[src/rtl/af_stack_port_pkg.sv]
// Shared types and constants for the A/F stack transfer port.
package af_stack_port_pkg;

  typedef enum logic [2:0] {
    StIdle,
    StPushHi,
    StPushLo,
    StPopLo,
    StPopHi,
    StGap,
    StFinish
  } state_e;

  // Where GAP goes once its single idle cycle is over.
  typedef enum logic {
    GapToPushLo,
    GapToPopHi
  } gap_tag_e;

  localparam int unsigned FZ = 7;
  localparam int unsigned FN = 6;
  localparam int unsigned FH = 5;
  localparam int unsigned FC = 4;

  localparam logic [3:0] F_LOW = 4'b0000;

endpackage

[src/rtl/af_pack.sv]
// Packs live Z/N/H/C into the F byte and unpacks a popped F byte back to {Z,N,H,C}.
module af_pack #(
  parameter int unsigned F_LOW_MASK = 1
) (
  input  logic       z,
  input  logic       n,
  input  logic       h,
  input  logic       c,
  input  logic [7:0] rdata,
  output logic [7:0] f_byte,
  output logic [3:0] flags
);
  import af_stack_port_pkg::*;

  always_comb begin
    f_byte      = '0;
    f_byte[FZ]  = z;
    f_byte[FN]  = n;
    f_byte[FH]  = h;
    f_byte[FC]  = c;
    f_byte[3:0] = F_LOW;
  end

  assign flags = {rdata[FZ], rdata[FN], rdata[FH], rdata[FC]};

  // The low nibble never carries state in either mask setting, so it is dropped on pop.
  logic unused_low;
  assign unused_low = ^{rdata[3:0], F_LOW_MASK != 0};

endmodule

[src/rtl/af_stack_port.sv]
// PUSH AF / POP AF sequencer: two single-beat stack accesses, then one-cycle load strobes.
module af_stack_port #(
  parameter int unsigned ADDR_W     = 16,
  parameter int unsigned F_LOW_MASK = 1
) (
  input  logic              CLK,
  input  logic              nRESET,
  input  logic              start_push,
  input  logic              start_pop,
  input  logic [7:0]        a_in,
  input  logic              flag_z,
  input  logic              flag_n,
  input  logic              flag_h,
  input  logic              flag_c,
  input  logic [ADDR_W-1:0] sp_in,
  output logic              mem_req,
  output logic              mem_we,
  output logic [ADDR_W-1:0] mem_addr,
  output logic [7:0]        mem_wdata,
  input  logic [7:0]        mem_rdata,
  input  logic              mem_ack,
  output logic [7:0]        a_out,
  output logic              a_load,
  output logic [3:0]        temp_flags,
  output logic              flags_load,
  output logic [ADDR_W-1:0] sp_out,
  output logic              sp_load,
  output logic              busy
);
  import af_stack_port_pkg::*;

  localparam logic [ADDR_W-1:0] SpOne = ADDR_W'(1);
  localparam logic [ADDR_W-1:0] SpTwo = ADDR_W'(2);

  state_e            state_q, state_d;
  gap_tag_e          tag_q, tag_d;
  logic              pop_q, pop_d;
  logic [7:0]        a_q, a_d;
  logic [3:0]        fl_q, fl_d;
  logic [ADDR_W-1:0] sp_q, sp_d;
  logic [7:0]        a_out_q, a_out_d;
  logic [3:0]        tflags_q, tflags_d;
  logic [ADDR_W-1:0] sp_out_q, sp_out_d;

  logic [7:0] f_byte;
  logic [3:0] rd_flags;

  af_pack #(
    .F_LOW_MASK (F_LOW_MASK)
  ) u_pack (
    .z      (fl_q[3]),
    .n      (fl_q[2]),
    .h      (fl_q[1]),
    .c      (fl_q[0]),
    .rdata  (mem_rdata),
    .f_byte (f_byte),
    .flags  (rd_flags)
  );

  always_ff @(posedge CLK or negedge nRESET) begin
    if (!nRESET) begin
      state_q  <= StIdle;
      tag_q    <= GapToPushLo;
      pop_q    <= 1'b0;
      a_q      <= '0;
      fl_q     <= '0;
      sp_q     <= '0;
      a_out_q  <= '0;
      tflags_q <= '0;
      sp_out_q <= '0;
    end else begin
      state_q  <= state_d;
      tag_q    <= tag_d;
      pop_q    <= pop_d;
      a_q      <= a_d;
      fl_q     <= fl_d;
      sp_q     <= sp_d;
      a_out_q  <= a_out_d;
      tflags_q <= tflags_d;
      sp_out_q <= sp_out_d;
    end
  end

  always_comb begin
    state_d    = state_q;
    tag_d      = tag_q;
    pop_d      = pop_q;
    a_d        = a_q;
    fl_d       = fl_q;
    sp_d       = sp_q;
    a_out_d    = a_out_q;
    tflags_d   = tflags_q;
    sp_out_d   = sp_out_q;
    mem_req    = 1'b0;
    mem_we     = 1'b0;
    mem_addr   = '0;
    mem_wdata  = '0;
    a_load     = 1'b0;
    flags_load = 1'b0;
    sp_load    = 1'b0;

    unique case (state_q)
      StIdle: begin
        // Push has priority when both requests arrive together.
        if (start_push) begin
          a_d     = a_in;
          fl_d    = {flag_z, flag_n, flag_h, flag_c};
          sp_d    = sp_in;
          pop_d   = 1'b0;
          state_d = StPushHi;
        end else if (start_pop) begin
          sp_d    = sp_in;
          pop_d   = 1'b1;
          state_d = StPopLo;
        end
      end
      StPushHi: begin
        mem_req   = 1'b1;
        mem_we    = 1'b1;
        mem_addr  = sp_q - SpOne;
        mem_wdata = a_q;
        if (mem_ack) begin
          tag_d   = GapToPushLo;
          state_d = StGap;
        end
      end
      StPushLo: begin
        mem_req   = 1'b1;
        mem_we    = 1'b1;
        mem_addr  = sp_q - SpTwo;
        mem_wdata = f_byte;
        if (mem_ack) begin
          sp_out_d = sp_q - SpTwo;
          state_d  = StFinish;
        end
      end
      StPopLo: begin
        mem_req  = 1'b1;
        mem_addr = sp_q;
        if (mem_ack) begin
          tflags_d = rd_flags;
          tag_d    = GapToPopHi;
          state_d  = StGap;
        end
      end
      StPopHi: begin
        mem_req  = 1'b1;
        mem_addr = sp_q + SpOne;
        if (mem_ack) begin
          a_out_d  = mem_rdata;
          sp_out_d = sp_q + SpTwo;
          state_d  = StFinish;
        end
      end
      StGap: begin
        state_d = (tag_q == GapToPushLo) ? StPushLo : StPopHi;
      end
      StFinish: begin
        sp_load    = 1'b1;
        a_load     = pop_q;
        flags_load = pop_q;
        state_d    = StIdle;
      end
      default: state_d = StIdle;
    endcase
  end

  assign busy       = (state_q != StIdle);
  assign a_out      = a_out_q;
  assign temp_flags = tflags_q;
  assign sp_out     = sp_out_q;

endmodule
[config.mk]
export PLATFORM = sky130hd
export DESIGN_NAME = af_stack_port
export DESIGN_NICKNAME = d
export VERILOG_FILES = /design/src/rtl/af_stack_port_pkg.sv /design/src/rtl/af_pack.sv /design/src/rtl/af_stack_port.sv
export SDC_FILE = /design/constraint.sdc
export NUM_CORES = 1
export LEC_CHECK = 0
export ABC_AREA = 0
export CAP_MARGIN = 15
export CORE_ASPECT_RATIO = 1.25
export CORE_MARGIN = 4
export CORE_UTILIZATION = 44
export CTS_CLUSTER_SIZE = 12
export DETAILED_ROUTE_END_ITERATION = 10
export GPL_TIMING_DRIVEN = 1
export PLACE_DENSITY = 0.68
export SKIP_CTS_REPAIR_TIMING = 1
export SYNTH_ARGS = -nofsm -noshare
export SYNTH_HDL_FRONTEND = slang
export SYNTH_HIERARCHICAL = 1
export SYNTH_SLANG_ARGS = --single-unit
[constraint.sdc]
create_clock -name CLK -period 4.6 [get_ports CLK]
set_input_delay 0.69 -clock CLK [delete_from_list [all_inputs] [get_ports CLK]]
set_output_delay 0.69 -clock CLK [all_outputs]
set_load 0.02 [all_outputs]
Word-level counts from Yosys, hierarchy flattened
Index checks and enable logic that the tools add are counted.
{ "word_totals": {"register_bits": 61, "latch_bits": 0, "ramBits": 0, "rom_bits": 0, "inputBits": 41, "out_inout_bits": 58, "wordCells": 64, "mem_count": 0} }
{ "op_classes": {"add_sub_neg": 4, "mul": 0, "div": 0, "magnitude_cmp": 0, "n_eq_ne": 13, "n_shift": 0, "n_mux": 22, "n_bitwise": 0, "n_reduce_logical": 16} }
{ "ops": {"columns": ["operator", "count"], "rows": [
  ["2-to-1 mux 16 bit", 4],
  ["case mux 16 bit (4 select lines)", 1],
  ["case mux 16 bit (2 select lines)", 1],
  ["adder 16 x 1 -> 16 bit, second input constant", 1],
  ["adder 16 x 2 -> 16 bit, second input constant", 1],
  ["case mux 8 bit (2 select lines)", 1],
  ["subtractor 16 x 1 -> 16 bit, second input constant", 1],
  ["subtractor 16 x 2 -> 16 bit, second input constant", 1],
  ["2-to-1 mux 3 bit", 5],
  ["case mux 3 bit (4 select lines)", 1],
  ["equality test 3 bit, second input constant", 3],
  ["AND reduction 3 bit", 3],
  ["2-to-1 mux 1 bit", 8],
  ["inequality test 2 bit, second input constant", 4],
  ["AND reduction 2 bit", 4],
  ["equality test 3 x 2 -> 1 bit, second input constant", 2],
  ["nonzero test 2 bit", 3],
  ["OR reduction 2 bit", 3],
  ["inequality test 2 x 1 -> 1 bit, second input constant", 2],
  ["OR reduction 4 bit", 1],
  ["equality test 3 x 1 -> 1 bit, second input constant", 1],
  ["logical NOT 3 bit", 1],
  ["inequality test 3 bit, second input constant", 1],
  ["nonzero test 3 bit", 1],
  ["case mux 1 bit (2 select lines)", 1]
]} }

Longest topological paths before layout
{ "depth": {"ltp_word": 4, "depth_mapped": 10, "ltp_nobuf": 10} }

By module
Netlist, hierarchy kept.
{ "by_module_without_submodules": {"columns": ["mod", "n_inst", "cells_each", "area_per_inst_um2", "seq_area_each_um2"], "rows": [
  ["af_stack_port", 1, 440, 4091.4, 1526.5],
  ["af_pack", 1, 13, 93.8, 0.0]
]} }

Worst setup path before layout
Ideal clock, no wire load.
{ "synth_path": {"path_kind": "reg2out", "from": "reg state_q[2]", "to": "out mem_addr[14]", "t_arrival_ps": 3103, "required_ps": 3910, "slack_ps": 807, "stages_incl_launch_ff": 11, "path_buffers": 1, "cell_sequence": "dfrtp_1 buf_1 nand2_1 fa_1 a21o_1 a21oi_1 o21ai_1 a221o_1 a21oi_1 xor2_1 o22ai_1"} }
{ "synth_between": {"elab_chain_len": 2, "word_cells_on_any_way": 5, "classes_between": "4 x eq/ne; 1 x mux"} }
{ "synth_lines": {"columns": ["element", "line", "text"], "rows": [
  ["start: declaration", "af_stack_port.sv:35", "state_e state_q, state_d;"],
  ["start signal: assignment", "af_stack_port.sv:62", "state_q <= StIdle;"],
  ["start signal: assignment", "af_stack_port.sv:72", "state_q <= state_d;"],
  ["equality test 3 bit, or another cell as far along", "af_stack_port.sv:102", "unique case (state_q)"],
  ["case mux 16 bit (4 select lines) *", "af_stack_port.sv:102", null],
  ["end: declaration", "af_stack_port.sv:18", "output logic [ADDR_W-1:0] mem_addr,"]
]} }
Mark *: on every way between the ends. The rest lies on a longest branch, timed or not.

Worst setup path in the final report
{ "layout_path": {"from": "reg state_q[0]", "to": "out mem_addr[15]"} }
Same word-level chain as after synthesis.

==> impl_metrics.csv <==
group,metric,value,unit
outcome,outcome,"finished clean",
global_route,grt_usage,20.94,%
clock_tree,htreeDepth,3,
floorplan,die_w,95.23,um
synth,synthFlopType,"dfrtp_1",
floorplan,io_pins,99,
setup_path,arrival,3.68,ns
synth,ys_types,53,
setup_path,cpPeakStageDelay,0.64,ns
clock_tree,clk-insertion-delay-late,0.33,ns
min_path,worstHoldPathType,"flop to flop",
global_route,antenna_found_initial,0,
synth,yosysSeqAreaShare,36.47,%
sta,worst-slew-pin-transition,1.069,ns
sta,maxSlewViolCount,0,
sta,setup-violations-final,0,
sta,hold_viol,0,
clock_tree,cts.sinks,61,
clock_tree,numCtsBuffers,9,
clock_tree,clk_path_buf_depth,2,
sta,period_share,94.93,%
cells_and_area,fillers,825,
synth,synth_top_area_share,36.47,%
cells_and_area,area_growth,31.99,%
power,leakage,0.002262,uW
setup_path,path_buf_inv,1,
global_route,grt_pass1_vias,3607,
power,power,5216,uW
global_route,grt_pass1_wl,17.97,mm
floorplan,dieHeight,117.0,um
synth,synth-seq-cells,61,
synth,synthArstFlopShare,100.0,%
global_route,grt_max_degree,62,
setup_path,crit_chain,"nor2_1 -> nand2_2 -> ha_1 -> a21o_1 -> or3_1 -> o211ai_1 -> o211ai_1 -> a211oi_1 -> o21ai_1 -> o211ai_1 -> clkdlybuf4s50_1",
sta,fin_skew,0.009466,ns
routing,antenna_left,0,
global_route,gr-total-overflow,0,
routing,wl_per_cell,16.63,um
floorplan,rows,39,
synth,avgSynthCellArea,9.239,um^2
clock_tree,clockRootBuffer,"clkbuf_16",
placement,post-dp-hpwl,8.263,mm
cells_and_area,layout.cells.non_filler,662,
floorplan,floorplan.initialDensity,45.38,%
placement,gp_congestion,0.8762,
setup_path,crit_top_cell,"o211ai_1",
power,peakVddDrop,0.4663,mV
setup_path,end_kind,"output port",
routing,postRouteWirelength,11.01,mm
cells_and_area,antenna_cells,0,
setup_path,critPathRequiredTime,3.91,ns
synth,yosysWarnings,6,
setup_path,crit_slowest_cell,"clkdlybuf4s50_1",
routing,firstDrtPassIters,4,
routing,via_count,3567,
routing,first_iter_violations,157,
clock_tree,cts_tree,"yes",
sta,fin_setup_tns,0,ns
setup_path,worstSetupPathType,"flop to output port",
routing,avgViaCountPerCell,5.388,
synth,synth_area_leaders,"dfrtp_1, mux2_2, ha_1",
setup_path,cp-start-kind,"flop",
synth,synth_top_area_cell,"dfrtp_1",
floorplan,fp.coreArea,9223,um^2
clock_tree,clk_pin_slew,0.06,ns
synth,synth_area,4185,um^2
synth,synth-edff-count,0,
cells_and_area,fin_nets,596,
setup_path,crit_family,"compound AO/OA/AOI/OAI gates",
job,max-cap-violations,0,
placement,dp.cells,646,
floorplan,dieArea,11150,um^2
setup_path,path_max_fanout,10,
sta,grt_setup_unrepaired,"false",
routing,remaining_drc_errors,0,
power,powerDensity,944.2,nW/um^2
sta,max_freq,0.2290,GHz
synth,synth_most_common_cell,"dfrtp_1",
synth,synth_top_cells_by_count,"dfrtp_1, nand2_1, nor2_1",
placement,port_buffers,98,
synth,postSynthCellCount,453,
cells_and_area,drive_gt1_share,11.32,%
sta,layout_min_cycle_time,4.367,ns
sta,relSlewSlack,28.60,%
[metal layers]
layer / vias to the layer above / routed length, um / GRT usage (%)
li1: 1729 / - / -
met1: 1707 / 4491 / 25.30
met2: 113 / 5543 / 35.78
met3: 18 / 736 / 5.499
met4: 0 / 238 / 7.603
met5: - / 0 / 0
[state kept, by name, summed over array words and instances, names as in the netlist]
register / cells
a_out: 8
sp_out: 16
pop_q: 1
fl_q: 4
state_q: 3
temp_flags: 4
tag_q: 1
a_q: 8
sp_q: 16
[worst reg2reg max path, cell delays in order, from the launching register on]
cell,delay [ns]
dfrtp_1,0.50
or4_4,0.59
or3_1,0.34
or2_4,0.28
nor4_4,0.22
xnor2_1,0.16
nor3_2,0.05
a221o_1,0.26
[final timing paths]
kind / startpoint / endpoint / slack, ns / depth (start not counted)
setup / recovery: state_q[0]$_DFFE_PN0P_ / mem_addr[15] / 0.23 / 11
hold / removal: a_q[1]$_DFFE_PN0P_ / a_q[1]$_DFFE_PN0P_ / 0.48 / 1
setup reg to reg: sp_q[9]$_DFFE_PN0P_ / sp_out[15]$_DFFE_PN0P_ / 2.08 / 7
hold reg to reg: a_q[1]$_DFFE_PN0P_ / a_q[1]$_DFFE_PN0P_ / 0.48 / 1
max in group asynchronous: nRESET / sp_q[8]$_DFFE_PN0P_ / 3.56 / 2
min in group asynchronous: nRESET / sp_q[4]$_DFFE_PN0P_ / 0.51 / 2
[through the flow]
stage          instance area (um^2)  hold WS [ns]  utilization (%)  setup WS, ns
2_1_floorplan                  4197        0.3944                -        0.8068
3_3_place_gp                   5175        0.4698            56.11        0.5621
3_5_place_dp                   5175        0.4753            56.11        0.4809
4_1_cts                        5522        0.4878            59.87        0.1194
5_1_grt                        5524        0.5109            59.90       0.01076
6_report                       5524        0.4813            59.90        0.2330
[kinds of logic after synthesis]
kind of cell    Yosys count  synth area share (%)
flops                    61                 36.47
other cells               1               0.08960
buf+inv                  51                 6.218
fa+ha+maj                21                 6.457
xor+xnor                 43                 8.998
compound gates          104                 15.52
mux                      40                 10.73
simple gates            132                 15.52
[placed cells by master (no fill, tap or decap), types with 10 or more instances in the layout]
cell type,synthesis,routed
a21oi_1,14,14
a22oi_1,10,10
clkdlybuf4s50_1,0,97
dfrtp_1,61,61
ha_1,20,20
mux2_1,14,14
mux2_2,25,25
nand2_1,43,42
nor2_1,37,37
o21ai_0,12,12
o21ai_1,22,22
o22ai_1,11,11
xnor2_1,20,20
xor2_1,23,23
[cell type report]
cell class / instances / area, um^2 / share of cell area [%]
Timing Repair Buffer: 107 / 1044 / 18.89
Multi-Input combinational cell: 344 / 2412 / 43.67
Inverter: 11 / 41.29 / 0.7475
Clock buffer: 9 / 225.2 / 4.077
Sequential cell: 61 / 1526 / 27.63
Clock inverter: 7 / 121.4 / 2.197
Tap cell: 123 / 153.9 / 2.786
[report_power, final]
part | internal, uW | switching (uW)
combinational | 1530 | 1760
sequential | 810 | 317
clock | 532 | 259
total | 2880 | 2340
(Power assumes the default switching activity.)
